<file path="config.mk">
export PLATFORM = sky130hd
export DESIGN_NAME = mmio_uart_tx
export DESIGN_NICKNAME = d
export VERILOG_FILES = /design/src/rtl/mmio_uart_tx_pkg.sv /design/src/rtl/mmio_uart_tx_sync_fifo.sv /design/src/rtl/mmio_uart_tx.sv
export SDC_FILE = /design/constraint.sdc
export NUM_CORES = 1
export LEC_CHECK = 0
export CAP_MARGIN = 15
export CORE_ASPECT_RATIO = 2
export CORE_MARGIN = 8
export CORE_UTILIZATION = 55
export CTS_CLUSTER_SIZE = 8
export DETAILED_ROUTE_END_ITERATION = 12
export GPL_TIMING_DRIVEN = 0
export HOLD_SLACK_MARGIN = 0.15
export PLACE_DENSITY = 0.82
export SKIP_CTS_REPAIR_TIMING = 1
export SYNTH_ARGS = -nofsm -noshare
export SYNTH_HDL_FRONTEND = slang
export SYNTH_SLANG_ARGS = --single-unit
export TNS_END_PERCENT = 5
</file>
<file path="constraint.sdc">
create_clock -name clk_i -period 3.87 [get_ports clk_i]
set_input_delay 0.387 -clock clk_i [delete_from_list [all_inputs] [get_ports clk_i]]
set_output_delay 0.387 -clock clk_i [all_outputs]
set_load 0.05 [all_outputs]
</file>
<file path="src/rtl/mmio_uart_tx_pkg.sv">
// Shared UART register map: tangle_config defines (offsets, STATUS bits, base address)
// plus typed package constants and the STATUS word packer.
`ifndef TANGLE_CONFIG_DEFS
`define TANGLE_CONFIG_DEFS
`define TANGLE_UART_OFF_TXDATA  2'd0
`define TANGLE_UART_OFF_STATUS  2'd1
`define TANGLE_UART_OFF_DIVISOR 2'd2
`define TANGLE_UART_OFF_IRQ_EN  2'd3
`define TANGLE_UART_STAT_FULL   0
`define TANGLE_UART_STAT_EMPTY  1
`define TANGLE_UART_STAT_BUSY   2
`define TANGLE_UART_STAT_OVF    3
`define TANGLE_UART_BASE        16'hFF00
`endif

package mmio_uart_tx_pkg;

  localparam logic [1:0] OFF_TXDATA  = `TANGLE_UART_OFF_TXDATA;
  localparam logic [1:0] OFF_STATUS  = `TANGLE_UART_OFF_STATUS;
  localparam logic [1:0] OFF_DIVISOR = `TANGLE_UART_OFF_DIVISOR;
  localparam logic [1:0] OFF_IRQ_EN  = `TANGLE_UART_OFF_IRQ_EN;

  localparam int STAT_FULL  = `TANGLE_UART_STAT_FULL;
  localparam int STAT_EMPTY = `TANGLE_UART_STAT_EMPTY;
  localparam int STAT_BUSY  = `TANGLE_UART_STAT_BUSY;
  localparam int STAT_OVF   = `TANGLE_UART_STAT_OVF;

  localparam logic [15:0] UART_BASE_DEFAULT = `TANGLE_UART_BASE;

  function automatic logic [15:0] pack_status(input logic full, input logic empty,
                                              input logic busy, input logic ovf,
                                              input logic [4:0] count);
    logic [15:0] s;
    s             = '0;
    s[STAT_FULL]  = full;
    s[STAT_EMPTY] = empty;
    s[STAT_BUSY]  = busy;
    s[STAT_OVF]   = ovf;
    s[12:8]       = count;
    return s;
  endfunction

endpackage

</file>
<file path="src/rtl/mmio_uart_tx_sync_fifo.sv">
// Single-clock show-ahead FIFO; a push while full is discarded even if a pop
// happens on the same edge.
module sync_fifo #(
  parameter int WIDTH = 8,
  parameter int DEPTH = 4
) (
  input  logic                     clk,
  input  logic                     rst,
  input  logic                     push,
  input  logic [WIDTH-1:0]         din,
  input  logic                     pop,
  output logic [WIDTH-1:0]         dout,
  output logic                     full,
  output logic                     empty,
  output logic [$clog2(DEPTH):0]   count
);

  localparam int AW = $clog2(DEPTH);
  localparam int CW = AW + 1;

  logic [WIDTH-1:0] mem [DEPTH];
  logic [AW-1:0]    wr_ptr;
  logic [AW-1:0]    rd_ptr;
  logic             do_push;
  logic             do_pop;

  assign full    = (count == CW'(DEPTH));
  assign empty   = (count == '0);
  assign do_push = push && !full;
  assign do_pop  = pop && !empty;
  assign dout    = mem[rd_ptr];

  always_ff @(posedge clk) begin
    if (do_push) mem[wr_ptr] <= din;
  end

  always_ff @(posedge clk) begin
    if (rst) begin
      wr_ptr <= '0;
      rd_ptr <= '0;
      count  <= '0;
    end else begin
      if (do_push) wr_ptr <= wr_ptr + AW'(1);
      if (do_pop)  rd_ptr <= rd_ptr + AW'(1);
      case ({do_push, do_pop})
        2'b10:   count <= count + CW'(1);
        2'b01:   count <= count - CW'(1);
        default: count <= count;
      endcase
    end
  end

endmodule

</file>
<file path="src/rtl/mmio_uart_tx.sv">
// Memory-mapped 8N1 UART transmitter on the CPU data bus (4-word window).
// Optional MMIO_UART_IRQ_EN adds the IRQ_EN register at offset 3 and drives irq_o.
//
// state    | meaning
// ---------+-------------------------------------------------
// ST_IDLE  | line high, waiting for a byte in the FIFO
// ST_START | start bit (low) for div_lat cycles
// ST_DATA  | 8 data bits LSB first, bit_cnt 0..7
// ST_STOP  | stop bit (high); chains straight into next START
module mmio_uart_tx
  import mmio_uart_tx_pkg::*;
#(
  parameter logic [15:0] BASE_ADDR  = UART_BASE_DEFAULT,
  parameter int          FIFO_DEPTH = 4,
  parameter int          DIV_RESET  = 16
) (
  input  logic        clk_i,
  input  logic        rst_i,
  input  logic [15:0] addr_i,
  input  logic [15:0] data_i,
  input  logic        we_i,
  output logic [15:0] data_o,
  output logic        hit_o,
  output logic        tx_o,
  output logic        irq_o
);

  localparam logic [1:0] ST_IDLE  = 2'd0;
  localparam logic [1:0] ST_START = 2'd1;
  localparam logic [1:0] ST_DATA  = 2'd2;
  localparam logic [1:0] ST_STOP  = 2'd3;
  localparam int         CW       = $clog2(FIFO_DEPTH) + 1;

  logic          hit;
  logic [1:0]    off;
  logic          wr;
  logic          push;
  logic          fifo_pop;
  logic [7:0]    fifo_dout;
  logic          fifo_full;
  logic          fifo_empty;
  logic [CW-1:0] fifo_count;

  logic [1:0]    state;
  logic [15:0]   baud_cnt;
  logic [2:0]    bit_cnt;
  logic [7:0]    shreg;
  logic [15:0]   div_lat;
  logic [15:0]   divisor;
  logic          ovf;
  logic          busy;
  logic [15:0]   status;
  logic [15:0]   rd_mux;

  assign hit    = (addr_i[15:2] == BASE_ADDR[15:2]);
  assign off    = addr_i[1:0];
  assign wr     = we_i && hit;
  assign push   = wr && (off == OFF_TXDATA);
  assign busy   = (state != ST_IDLE);
  assign status = pack_status(fifo_full, fifo_empty, busy, ovf, 5'(fifo_count));

  // Pops only at a frame boundary: from IDLE, or at the final cycle of STOP.
  assign fifo_pop = !fifo_empty &&
                    ((state == ST_IDLE) || ((state == ST_STOP) && (baud_cnt == '0)));

  sync_fifo #(
    .WIDTH (8),
    .DEPTH (FIFO_DEPTH)
  ) u_fifo (
    .clk   (clk_i),
    .rst   (rst_i),
    .push  (push),
    .din   (data_i[7:0]),
    .pop   (fifo_pop),
    .dout  (fifo_dout),
    .full  (fifo_full),
    .empty (fifo_empty),
    .count (fifo_count)
  );

`ifdef MMIO_UART_IRQ_EN
  logic irq_en;

  always_ff @(posedge clk_i) begin
    if (rst_i) begin
      irq_en <= 1'b0;
      irq_o  <= 1'b0;
    end else begin
      if (wr && (off == OFF_IRQ_EN)) irq_en <= data_i[0];
      irq_o <= irq_en && fifo_empty && !busy;
    end
  end
`else
  assign irq_o = 1'b0;
`endif

  always_comb begin
    rd_mux = '0;
    case (off)
      OFF_TXDATA:  rd_mux = status;
      OFF_STATUS:  rd_mux = status;
      OFF_DIVISOR: rd_mux = divisor;
`ifdef MMIO_UART_IRQ_EN
      OFF_IRQ_EN:  rd_mux = {15'd0, irq_en};
`endif
      default:     rd_mux = '0;
    endcase
  end

  always_ff @(posedge clk_i) begin
    if (rst_i) begin
      data_o  <= '0;
      hit_o   <= 1'b0;
      divisor <= 16'(DIV_RESET);
      ovf     <= 1'b0;
    end else begin
      hit_o  <= hit;
      data_o <= hit ? rd_mux : 16'd0;
      if (push && fifo_full)
        ovf <= 1'b1;
      else if (wr && (off == OFF_STATUS) && data_i[STAT_OVF])
        ovf <= 1'b0;
      if (wr && (off == OFF_DIVISOR))
        divisor <= (data_i == 16'd0) ? 16'd1 : data_i;
    end
  end

  always_ff @(posedge clk_i) begin
    if (rst_i) begin
      state    <= ST_IDLE;
      tx_o     <= 1'b1;
      baud_cnt <= '0;
      bit_cnt  <= '0;
      shreg    <= '0;
      div_lat  <= 16'(DIV_RESET);
    end else begin
      case (state)
        ST_IDLE: begin
          if (!fifo_empty) begin
            shreg    <= fifo_dout;
            div_lat  <= divisor;
            baud_cnt <= divisor - 16'd1;
            tx_o     <= 1'b0;
            state    <= ST_START;
          end
        end
        ST_START: begin
          if (baud_cnt == '0) begin
            baud_cnt <= div_lat - 16'd1;
            bit_cnt  <= '0;
            tx_o     <= shreg[0];
            state    <= ST_DATA;
          end else begin
            baud_cnt <= baud_cnt - 16'd1;
          end
        end
        ST_DATA: begin
          if (baud_cnt == '0) begin
            baud_cnt <= div_lat - 16'd1;
            if (bit_cnt == 3'd7) begin
              tx_o  <= 1'b1;
              state <= ST_STOP;
            end else begin
              bit_cnt <= bit_cnt + 3'd1;
              shreg   <= {1'b0, shreg[7:1]};
              tx_o    <= shreg[1];
            end
          end else begin
            baud_cnt <= baud_cnt - 16'd1;
          end
        end
        ST_STOP: begin
          if (baud_cnt == '0) begin
            if (!fifo_empty) begin
              shreg    <= fifo_dout;
              div_lat  <= divisor;
              baud_cnt <= divisor - 16'd1;
              tx_o     <= 1'b0;
              state    <= ST_START;
            end else begin
              state <= ST_IDLE;
            end
          end else begin
            baud_cnt <= baud_cnt - 16'd1;
          end
        end
        default: begin
          state <= ST_IDLE;
          tx_o  <= 1'b1;
        end
      endcase
    end
  end

endmodule

</file>
==> results.sh, run 1 <==
export IMPL_status="complete, no violations"
export IMPL_avgSynthCellArea_um2=9.857
export IMPL_synthesis_instances=616
export IMPL_worstPathRequired_ns=4.20
export IMPL_n_antenna_cell=0
export IMPL_cpMostUsedCell="nor4_4"
export IMPL_nNetsFinal=739
export IMPL_clkSinkCount=121
export IMPL_antenna_found_initial=0
export IMPL_cp_num_cells=12
export IMPL_die_h_um=164.6
export IMPL_tightestPinTransition_ns=1.122
export IMPL_synth_area_leaders="dfxtp_1 (29%), edfxtp_1 (16%), nand2_1 (4.0%)"
export IMPL_placed_area_um2=6768
export IMPL_timing_rr_start="baud_cnt[11]"
export IMPL_grt_start_max_net_pins=17
export IMPL_max_slew_margin=0.2416
export IMPL_max_stage_delay_ns=0.54
export IMPL_syn_nets=668
export IMPL_setup_worst_path_class="in2reg"
export IMPL_leakagePower_uw=0.002671
export IMPL_min_path_type="reg2reg"
export IMPL_grt_use_total=0.2313
export IMPL_yosys_register_bits=121
export IMPL_synth_main_ff_cell="dfxtp_1"
export IMPL_place_ws_ns=0.3290
export IMPL_core_area_um2=10810
export IMPL_final_antenna_net_count=0
export IMPL_maxSlewViolCount=0
export IMPL_endpoint="u_fifo.count[2]"
export IMPL_fin_area_um2=7333
export IMPL_ioPinCount=54
export IMPL_die_x_um=90.30
export IMPL_grt_pass1_wl_mm=26.89
export IMPL_final_common_cell="dfxtp_1"
export IMPL_p_per_area_nw_per_um2=607.1
export IMPL_use_met2=0.4582
export IMPL_hpwl_mm=12.79
export IMPL_setup_worst_path_start="addr_i[3]"
export IMPL_clk_latency_ns=0.42
export IMPL_grt_busiest_layer="met2"
export IMPL_rsz0062_at_grt="no"
export IMPL_cts_tree="yes"
export IMPL_rows=54
export IMPL_cts_buffers=17
export IMPL_clk_pin_slew_ns=0.06
export IMPL_critPathTopFamily="simple AND/OR/NAND/NOR gates"
export IMPL_synth_top_cell_area_share=0.2934
export IMPL_irDropWorstVdd_mv=0.4214
export IMPL_post_route_cells_drive_above_1_share=0.1100
export IMPL_met1_usage=0.1990
export IMPL_drv_cap=0
export IMPL_areaGrowthSynthToFinish_pct=20.77
export IMPL_finClkSkew_ns=0.007850
export IMPL_drtIter0Drc=387
export IMPL_gr_total_overflow=0
export IMPL_gp_congestion=0.9479
export IMPL_rrSetupSlack_ns=0.76
export IMPL_synth_top_cell_by_area="dfxtp_1"
export IMPL_dr_pass1_iters=7
export IMPL_vias=5189
export IMPL_mostFrequentLayoutCells="dfxtp_1 (89), nand2_1 (64), nor2_1 (53)"
export IMPL_layout_setup_ws_ns=0.6454
export IMPL_start_util=0.5617
export IMPL_htreeDepth=4
export IMPL_hold_viol=0
export IMPL_crit_path_cell_trace="clkdlybuf4s50_1, or4_4, nor4_4, nand2_2, nor4_4, inv_2, ha_1, inv_1, fa_1, xor2_1, or3_1, a21oi_1"
export IMPL_viasPerCell=6.177
export IMPL_synth_edff_count=32
export IMPL_timing_critical_path_slowest_stage_cell="or4_4"
export IMPL_setup_tns_ns=0
export IMPL_clockRootBuffer="clkbuf_16"
export IMPL_critPathLaunchType="input pin"
export IMPL_arrival_ns=3.55
export IMPL_netlist_area_um2=6072
export IMPL_yosys_warnings=0
export IMPL_period_needed_ns=3.225
export IMPL_async_reset_ff_frac=0
export IMPL_drt_total_wl_mm=17.01
export IMPL_yosysUniqueCellTypes=76
export IMPL_port_buffers=52
export IMPL_path_buf_inv=3
export IMPL_fmax_mhz=310.1
export IMPL_cts_path_max_buffers=2
export IMPL_finalSetupViolations=0
export IMPL_worstRegToRegCells=9
export IMPL_die_area_um2=14860
export IMPL_grt_util_met3=0.04643
export IMPL_grt_pass1_vias=5407
export IMPL_wire_per_inst_um=20.24
export IMPL_yosysSeqAreaShare=0.4517
export IMPL_drc=0
export IMPL_final_core_util=0.6784
export IMPL_hold_worst_slack_ns=0.4820
export IMPL_timing_final_crit_share=0.8332
export IMPL_cp_end_kind="register"
export IMPL_cp_max_fo=5
export IMPL_regToRegEndpoint="u_fifo.count[2]"
## final cells by class
type / count / area [um^2]
flip-flops and latches: 121 / 2743
plain buffers: 38 / 168.9
clock buffers: 17 / 425.4
inverters: 18 / 67.56
clock inverters: 15 / 140.1
fillers: 796 / 3477
multi-input cells: 439 / 3093
repair buffers: 52 / 520.5
well taps: 140 / 175.2
## through the flow
stage               std cells  power (uW)
floorplan                 616        2525
global placement          808        2892
detailed placement        808        2927
CTS                       840        4427
global route              840        4630
finish                    840        4452
## report_power, final
| group | internal (uW) | leakage [uW] | switching (uW) | total [uW] |
|---|---|---|---|---|
| combinational | 560 | 0.00139 | 966 | 1530 |
| clock | 892 | 0.000277 | 610 | 1500 |
| sequential | 1360 | 0.00101 | 67.4 | 1420 |
## synthesized netlist by cell type (16+ instances only)
master     n
ha_1      16
clkbuf_1  22
mux2i_1   17
xor2_1    18
dfxtp_1   89
xnor2_1   22
nor2_1    53
nand3_1   18
a21oi_1   33
edfxtp_1  32
nand2_1   64
## cell families after synthesis
kind of cell    share of synthesized area
simple gates                       0.2180
flops                              0.4517
compound gates                     0.1261
buf+inv                           0.03894
xor+xnor                          0.05770
mux                               0.07068
fa+ha+maj                         0.03627
other cells                     0.0006176
## tightest hold or removal path: stages (launching register included)
cell and delay (ns):
dfxtp_1 0.32, nand2_1 0.06, a21oi_1 0.05
## worst min-delay path by stage
| stage | startpoint | end | slack, ns | depth (start not counted) |
|---|---|---|---|---|
| finish | div_lat[13] | div_lat[13] | 0.48 | 2 |
| global route | div_lat[15] | div_lat[15] | 0.50 | 2 |
| global placement | tx_o | tx_o | 0.46 | 1 |
| detailed placement | ovf | data_o[3] | 0.47 | 2 |
| CTS | div_lat[13] | div_lat[13] | 0.48 | 2 |
| floorplan | ovf | data_o[3] | 0.44 | 2 |
## per-layer routing
layer  up-vias  part of all wire
met3        71             0.041
met1      2520              0.34
met2       220              0.57
met4         0             0.052
li1       2378                 -
met5         -                 0
## registers in the layout, summed over array words and instances, names as in the netlist, named ones only
name           count
tx_o               1
u_fifo.wr_ptr      2
divisor           16
div_lat           16
baud_cnt          16
u_fifo.rd_ptr      2
data_o            16
bit_cnt            3
shreg              8
hit_o              1
u_fifo.mem        32
ovf                1
state              2
u_fifo.count       3
Note: power is estimated with default switching activity, not from simulation.
==> run 2: changes to the inputs <==
--- a/config.mk
+++ b/config.mk
@@ -8,12 +8,12 @@
 export CAP_MARGIN = 15
 export CORE_ASPECT_RATIO = 2
 export CORE_MARGIN = 8
-export CORE_UTILIZATION = 55
+export CORE_UTILIZATION = 52
 export CTS_CLUSTER_SIZE = 8
 export DETAILED_ROUTE_END_ITERATION = 12
 export GPL_TIMING_DRIVEN = 0
 export HOLD_SLACK_MARGIN = 0.15
-export PLACE_DENSITY = 0.82
+export PLACE_DENSITY = 0.81
 export SKIP_CTS_REPAIR_TIMING = 1
 export SYNTH_ARGS = -nofsm -noshare
 export SYNTH_HDL_FRONTEND = slang
==> constraint.sdc (replaced) <==
create_clock -name clk_i -period 2.67 [get_ports clk_i]
set_input_delay 0.267 -clock clk_i [delete_from_list [all_inputs] [get_ports clk_i]]
set_output_delay 0.267 -clock clk_i [all_outputs]
set_load 0.05 [all_outputs]
==> results.sh, run 2 (same netlist as run 1, synthesis figures left out) <==
export IMPL_status="finished, violations left"
export IMPL_violations="setup timing"
export IMPL_hold_worst_slack_ns=0.4796
export IMPL_p_per_area_nw_per_um2=889.6
export IMPL_pwr_share_comb=0.341
export IMPL_clockRootBuffer="clkbuf_16"
export IMPL_final_common_cell="dfxtp_1"
export IMPL_switchingPower_uw=2316
export IMPL_seq_power_share=0.313
export IMPL_top_register="u_fifo.mem"
export IMPL_nNetsFinal=745
export IMPL_setup_worst_path_class="reg2reg"
export IMPL_cp_end_kind="register"
export IMPL_post_route_cells_drive_above_1_share=0.1416
export IMPL_cts_tree="yes"
export IMPL_tightestPinTransition_ns=0.6990
export IMPL_finClkSkew_ns=0.007298
export IMPL_core_area_um2=11560
export IMPL_irDropWorstVdd_mv=0.7145
export IMPL_antenna_found_initial=0
export IMPL_cts_path_max_buffers=2
export IMPL_ioPinCount=54
export IMPL_post_place_cells=813
export IMPL_drt_total_wl_mm=15.67
export IMPL_place_ws_ns=-0.6662
export IMPL_drtIter0Drc=309
export IMPL_grt_pass1_vias=5114
export IMPL_instances_no_fill=851
export IMPL_critPathLaunchType="register"
export IMPL_die_h_um=168.8
export IMPL_worstPathRequired_ns=3.01
export IMPL_dr_pass1_iters=5
export IMPL_hold_viol=0
export IMPL_arrival_ns=3.03
export IMPL_largest_register_ffs=32
export IMPL_hpwl_mm=11.10
export IMPL_cp_max_fo=6
export IMPL_rrSetupSlack_ns=-0.01
export IMPL_final_antenna_net_count=0
export IMPL_fmax_mhz=372.6
export IMPL_cts_buffers=17
export IMPL_internal_power_uw=4370
export IMPL_n_antenna_cell=0
export IMPL_layout_setup_ws_ns=-0.01419
export IMPL_maxSlewViolCount=0
export IMPL_leakagePower_uw=0.002739
export IMPL_drc=0
export IMPL_vias=5018
export IMPL_port_buffers=52
export IMPL_areaGrowthSynthToFinish_pct=23.78
export IMPL_period_needed_ns=2.684
export IMPL_timing_rr_start="baud_cnt[13]"
export IMPL_p_clk_frac=0.346
export IMPL_gr_total_overflow=0
export IMPL_die_x_um=92.41
export IMPL_rows=56
export IMPL_die_area_um2=15600
export IMPL_max_slew_margin=0.5340
export IMPL_min_from="div_lat[15]"
export IMPL_viasPerCell=5.897
export IMPL_grt_pass1_wl_mm=25.21
export IMPL_switching_share=0.3464
export IMPL_gp_congestion=0.8982
export IMPL_setup_worst_path_start="baud_cnt[13]"
export IMPL_mostFrequentLayoutCells="dfxtp_1 (85), nand2_1 (64), nor2_1 (53)"
export IMPL_clk_pin_slew_ns=0.05
export IMPL_clkSinkCount=121
export IMPL_drv_cap=0
export IMPL_wire_per_inst_um=18.42
export IMPL_timing_final_crit_share=1.005
export IMPL_grt_use_total=0.2044
export IMPL_grt_start_max_net_pins=17
export IMPL_clk_latency_ns=0.42
export IMPL_min_path_type="reg2reg"
export IMPL_rsz0062_at_grt="yes"
export IMPL_finalSetupViolations=1
export IMPL_start_util=0.5252
export IMPL_htreeDepth=4
[run 2: cell types whose count changed in the layout (fill, tap and decap cells not counted), sizes merged]
cell	before	now
buf	16	23
bufinv	1	3
clkinvlp	1	3
inv	24	19
[run 2: power by group through the flow]
| stage | logic, uW | clock network [uW] | registers [uW] |
|---|---|---|---|
| after global placement | 2030 | 0 | 2100 |
| final | 2280 | 2320 | 2090 |
| after detailed placement | 2060 | 0 | 2100 |
| after floorplan | 1570 | 0 | 2090 |
| after global routing | 2490 | 2420 | 2100 |
| after CTS | 2080 | 2330 | 2060 |
[run 2: worst paths after layout]
path,endpoint,cells after the start
setup / recovery,u_fifo.count[2],9
hold / removal,div_lat[15],2
setup reg to reg,u_fifo.count[2],9
hold reg to reg,div_lat[15],2
[run 2: final cells by class]
| cell class | count | area [um^2] |
|---|---|---|
| Inverter | 18 | 67.56 |
| Multi-Input combinational cell | 439 | 3171 |
| Clock buffer | 18 | 429.2 |
| Clock inverter | 14 | 175.2 |
| Buffer | 37 | 171.4 |
| Sequential cell | 121 | 2748 |
| Timing Repair Buffer | 59 | 573.1 |
| Tap cell | 145 | 181.4 |
| Fill cell | 907 | 4045 |
[run 2: through the flow]
stage	power (uW)	setup TNS (ns)	util	area, um^2
after floorplan	3659	0	-	6072
after global placement	4125	-8.004	0.5859	6774
after detailed placement	4158	-9.367	0.5859	6774
after CTS	6471	-0.4326	0.6382	7378
after global routing	7008	-0.09678	0.6501	7516
final	6686	-0.01419	0.6501	7516
[run 2: critical path: stages (launching register included)]
cell and delay (ns):
dfxtp_1 0.36, nor4_4 0.48, and4_4 0.35, o21a_1 0.17
ha_2 0.20, inv_1 0.05, fa_2 0.33, xor2_1 0.15
or3_1 0.39, a21oi_2 0.13
[run 2: per-layer routing]
layer	up-vias	wire (um)	track usage	part of all wire
met1	2379	6250	0.2284	0.40
met2	205	7947	0.3489	0.51
li1	2398	-	-	-
met5	-	0	0	0
met4	0	448	0.08969	0.029
met3	36	1026	0.05945	0.065
==> run 3: changes to the inputs <==
--- a/config.mk
+++ b/config.mk
@@ -13,7 +13,8 @@
 export DETAILED_ROUTE_END_ITERATION = 12
 export GPL_TIMING_DRIVEN = 0
 export HOLD_SLACK_MARGIN = 0.15
-export PLACE_DENSITY = 0.81
+export PLACE_DENSITY_LB_ADDON = 0.1
+export RECOVER_POWER = 100
 export SKIP_CTS_REPAIR_TIMING = 1
 export SYNTH_ARGS = -nofsm -noshare
 export SYNTH_HDL_FRONTEND = slang
==> results.sh, run 3 (same netlist as run 1, synthesis figures left out) <==
export IMPL_status="complete, no violations"
export IMPL_port_buffers=52
export IMPL_min_path_type="reg2reg"
export IMPL_finalSetupViolations=0
export IMPL_critPathLaunchType="input pin"
export IMPL_rows=56
export IMPL_drtIter0Drc=268
export IMPL_drc=0
export IMPL_seq_area_um2=2750
export IMPL_post_route_cells_drive_above_1_share=0.1366
export IMPL_die_h_um=168.8
export IMPL_grt_pass1_wl_mm=24.84
export IMPL_start_util=0.5252
export IMPL_wire_per_inst_um=18.04
export IMPL_power_uw=6464
export IMPL_largest_register_ffs=32
export IMPL_maxSlewViolCount=0
export IMPL_setup_worst_path_class="in2reg"
export IMPL_areaGrowthSynthToFinish_pct=22.58
export IMPL_n_antenna_cell=0
export IMPL_grt_use_total=0.2007
export IMPL_p_per_area_nw_per_um2=868.4
export IMPL_max_slew_margin=0.5092
export IMPL_clk_latency_ns=0.41
export IMPL_finClkSkew_ns=0.005323
export IMPL_fillers=973
export IMPL_antenna_found_initial=0
export IMPL_post_place_cells=813
export IMPL_dr_pass1_iters=6
export IMPL_worstPathRequired_ns=3.00
export IMPL_irDropWorstVdd_mv=0.7576
export IMPL_setup_worst_path_start="addr_i[3]"
export IMPL_cp_max_fo=5
export IMPL_drv_cap=0
export IMPL_timing_rr_start="baud_cnt[12]"
export IMPL_mostFrequentLayoutCells="dfxtp_1 (83), nand2_1 (64), nor2_1 (53)"
export IMPL_min_from="div_lat[15]"
export IMPL_die_x_um=92.41
export IMPL_gp_congestion=0.8954
export IMPL_hold_viol=0
export IMPL_final_antenna_net_count=0
export IMPL_vias=4872
export IMPL_rsz0062_at_grt="yes"
export IMPL_nNetsFinal=742
export IMPL_clk_pin_slew_ns=0.05
export IMPL_crit_path_cell_trace="clkdlybuf4s50_1, or4_4, nor4_4, nand2_2, nor4_4, inv_2, ha_2, inv_1, fa_1, xor2_1, or3_1, a21oi_2"
export IMPL_drt_total_wl_mm=15.30
export IMPL_cts_buffers=17
export IMPL_cp_end_kind="register"
export IMPL_fmax_mhz=382.8
export IMPL_timing_critical_path_slowest_stage_cell="or4_4"
export IMPL_timing_final_crit_share=0.9785
export IMPL_clockRootBuffer="clkbuf_16"
export IMPL_ioPinCount=54
export IMPL_leakagePower_uw=0.002702
export IMPL_die_area_um2=15600
export IMPL_cts_path_max_buffers=2
export IMPL_tightestPinTransition_ns=0.7362
export IMPL_viasPerCell=5.745
export IMPL_fin_area_um2=7443
export IMPL_arrival_ns=2.94
export IMPL_setup_tns_ns=0
export IMPL_cpMostUsedCell="nor4_4"
export IMPL_max_stage_delay_ns=0.54
export IMPL_hold_worst_slack_ns=0.4766
export IMPL_period_needed_ns=2.612
export IMPL_clkSinkCount=121
export IMPL_grt_pass1_vias=4904
export IMPL_final_common_cell="dfxtp_1"
export IMPL_gr_total_overflow=0
export IMPL_cts_tree="yes"
export IMPL_htreeDepth=4
export IMPL_instances_no_fill=848
export IMPL_top_register="u_fifo.mem"
export IMPL_multi_input_comb_area_um2=3166
export IMPL_placed_area_um2=6774
export IMPL_hpwl_mm=11.18
export IMPL_core_area_um2=11560
export IMPL_grt_start_max_net_pins=17
==> run 3: cell count changes in the layout (fill, tap and decap cells not counted), sizes merged <==
cell           before  now
inv                19   20
clkinvlp            3    5
clkbuf             39   38
bufinv              3    1
clkdlybuf4s50      52   44
dlygate4sd3         0    8
buf                23   20
==> run 3: area by class of cell <==
class | instances | area share
timing repair buffer | 56 | 0.07396
inverter | 18 | 0.009413
buffer | 37 | 0.02303
clock inverter | 15 | 0.01731
multi-input combinational | 439 | 0.4253
clock buffer | 17 | 0.05715
tap | 145 | 0.02437
sequential | 121 | 0.3695
==> run 3: worst paths after layout <==
check / to / slack [ns] / cells after the start
hold / removal: div_lat[15] / 0.48 / 2
hold reg to reg: div_lat[15] / 0.48 / 2
setup / recovery: u_fifo.count[2] / 0.06 / 12
setup reg to reg: u_fifo.count[2] / 0.06 / 9
==> run 3: power breakdown <==
part | total [uW] | leakage [uW] | switching [uW] | internal [uW]
Sequential | 2090 | 0.00101 | 115 | 1970
Clock | 2120 | 0.000257 | 849 | 1280
Combinational | 2250 | 0.00144 | 1370 | 881
Total | 6460 | 0.00270 | 2330 | 4130
==> run 3: layer usage <==
layer | GRT usage | part of all wire | wire (um)
met5 | 0 | 0 | 0
met4 | 0.09251 | 0.027 | 418
met3 | 0.04570 | 0.035 | 534
met1 | 0.2357 | 0.44 | 6757
met2 | 0.3364 | 0.50 | 7587
==> run 3: stage by stage <==
stage	utilization	setup slack, ns
final	0.6438	0.05752
after global routing	0.6438	-0.07655
after CTS	0.6339	-0.2585
after detailed placement	0.5859	-0.6208
after global placement	0.5859	-0.5705
after floorplan	-	0.01579
==> run 3: worst max-delay path, delay by kind of cell <==
kind	cells	cell delay [ns]
xor gates and xnor gates	1	0.07
buffers and inverters	3	0.57
adders and majority gates	2	0.37
and+or+nand+nor	5	1.51
AOI/OAI and AO/OA	1	0.14
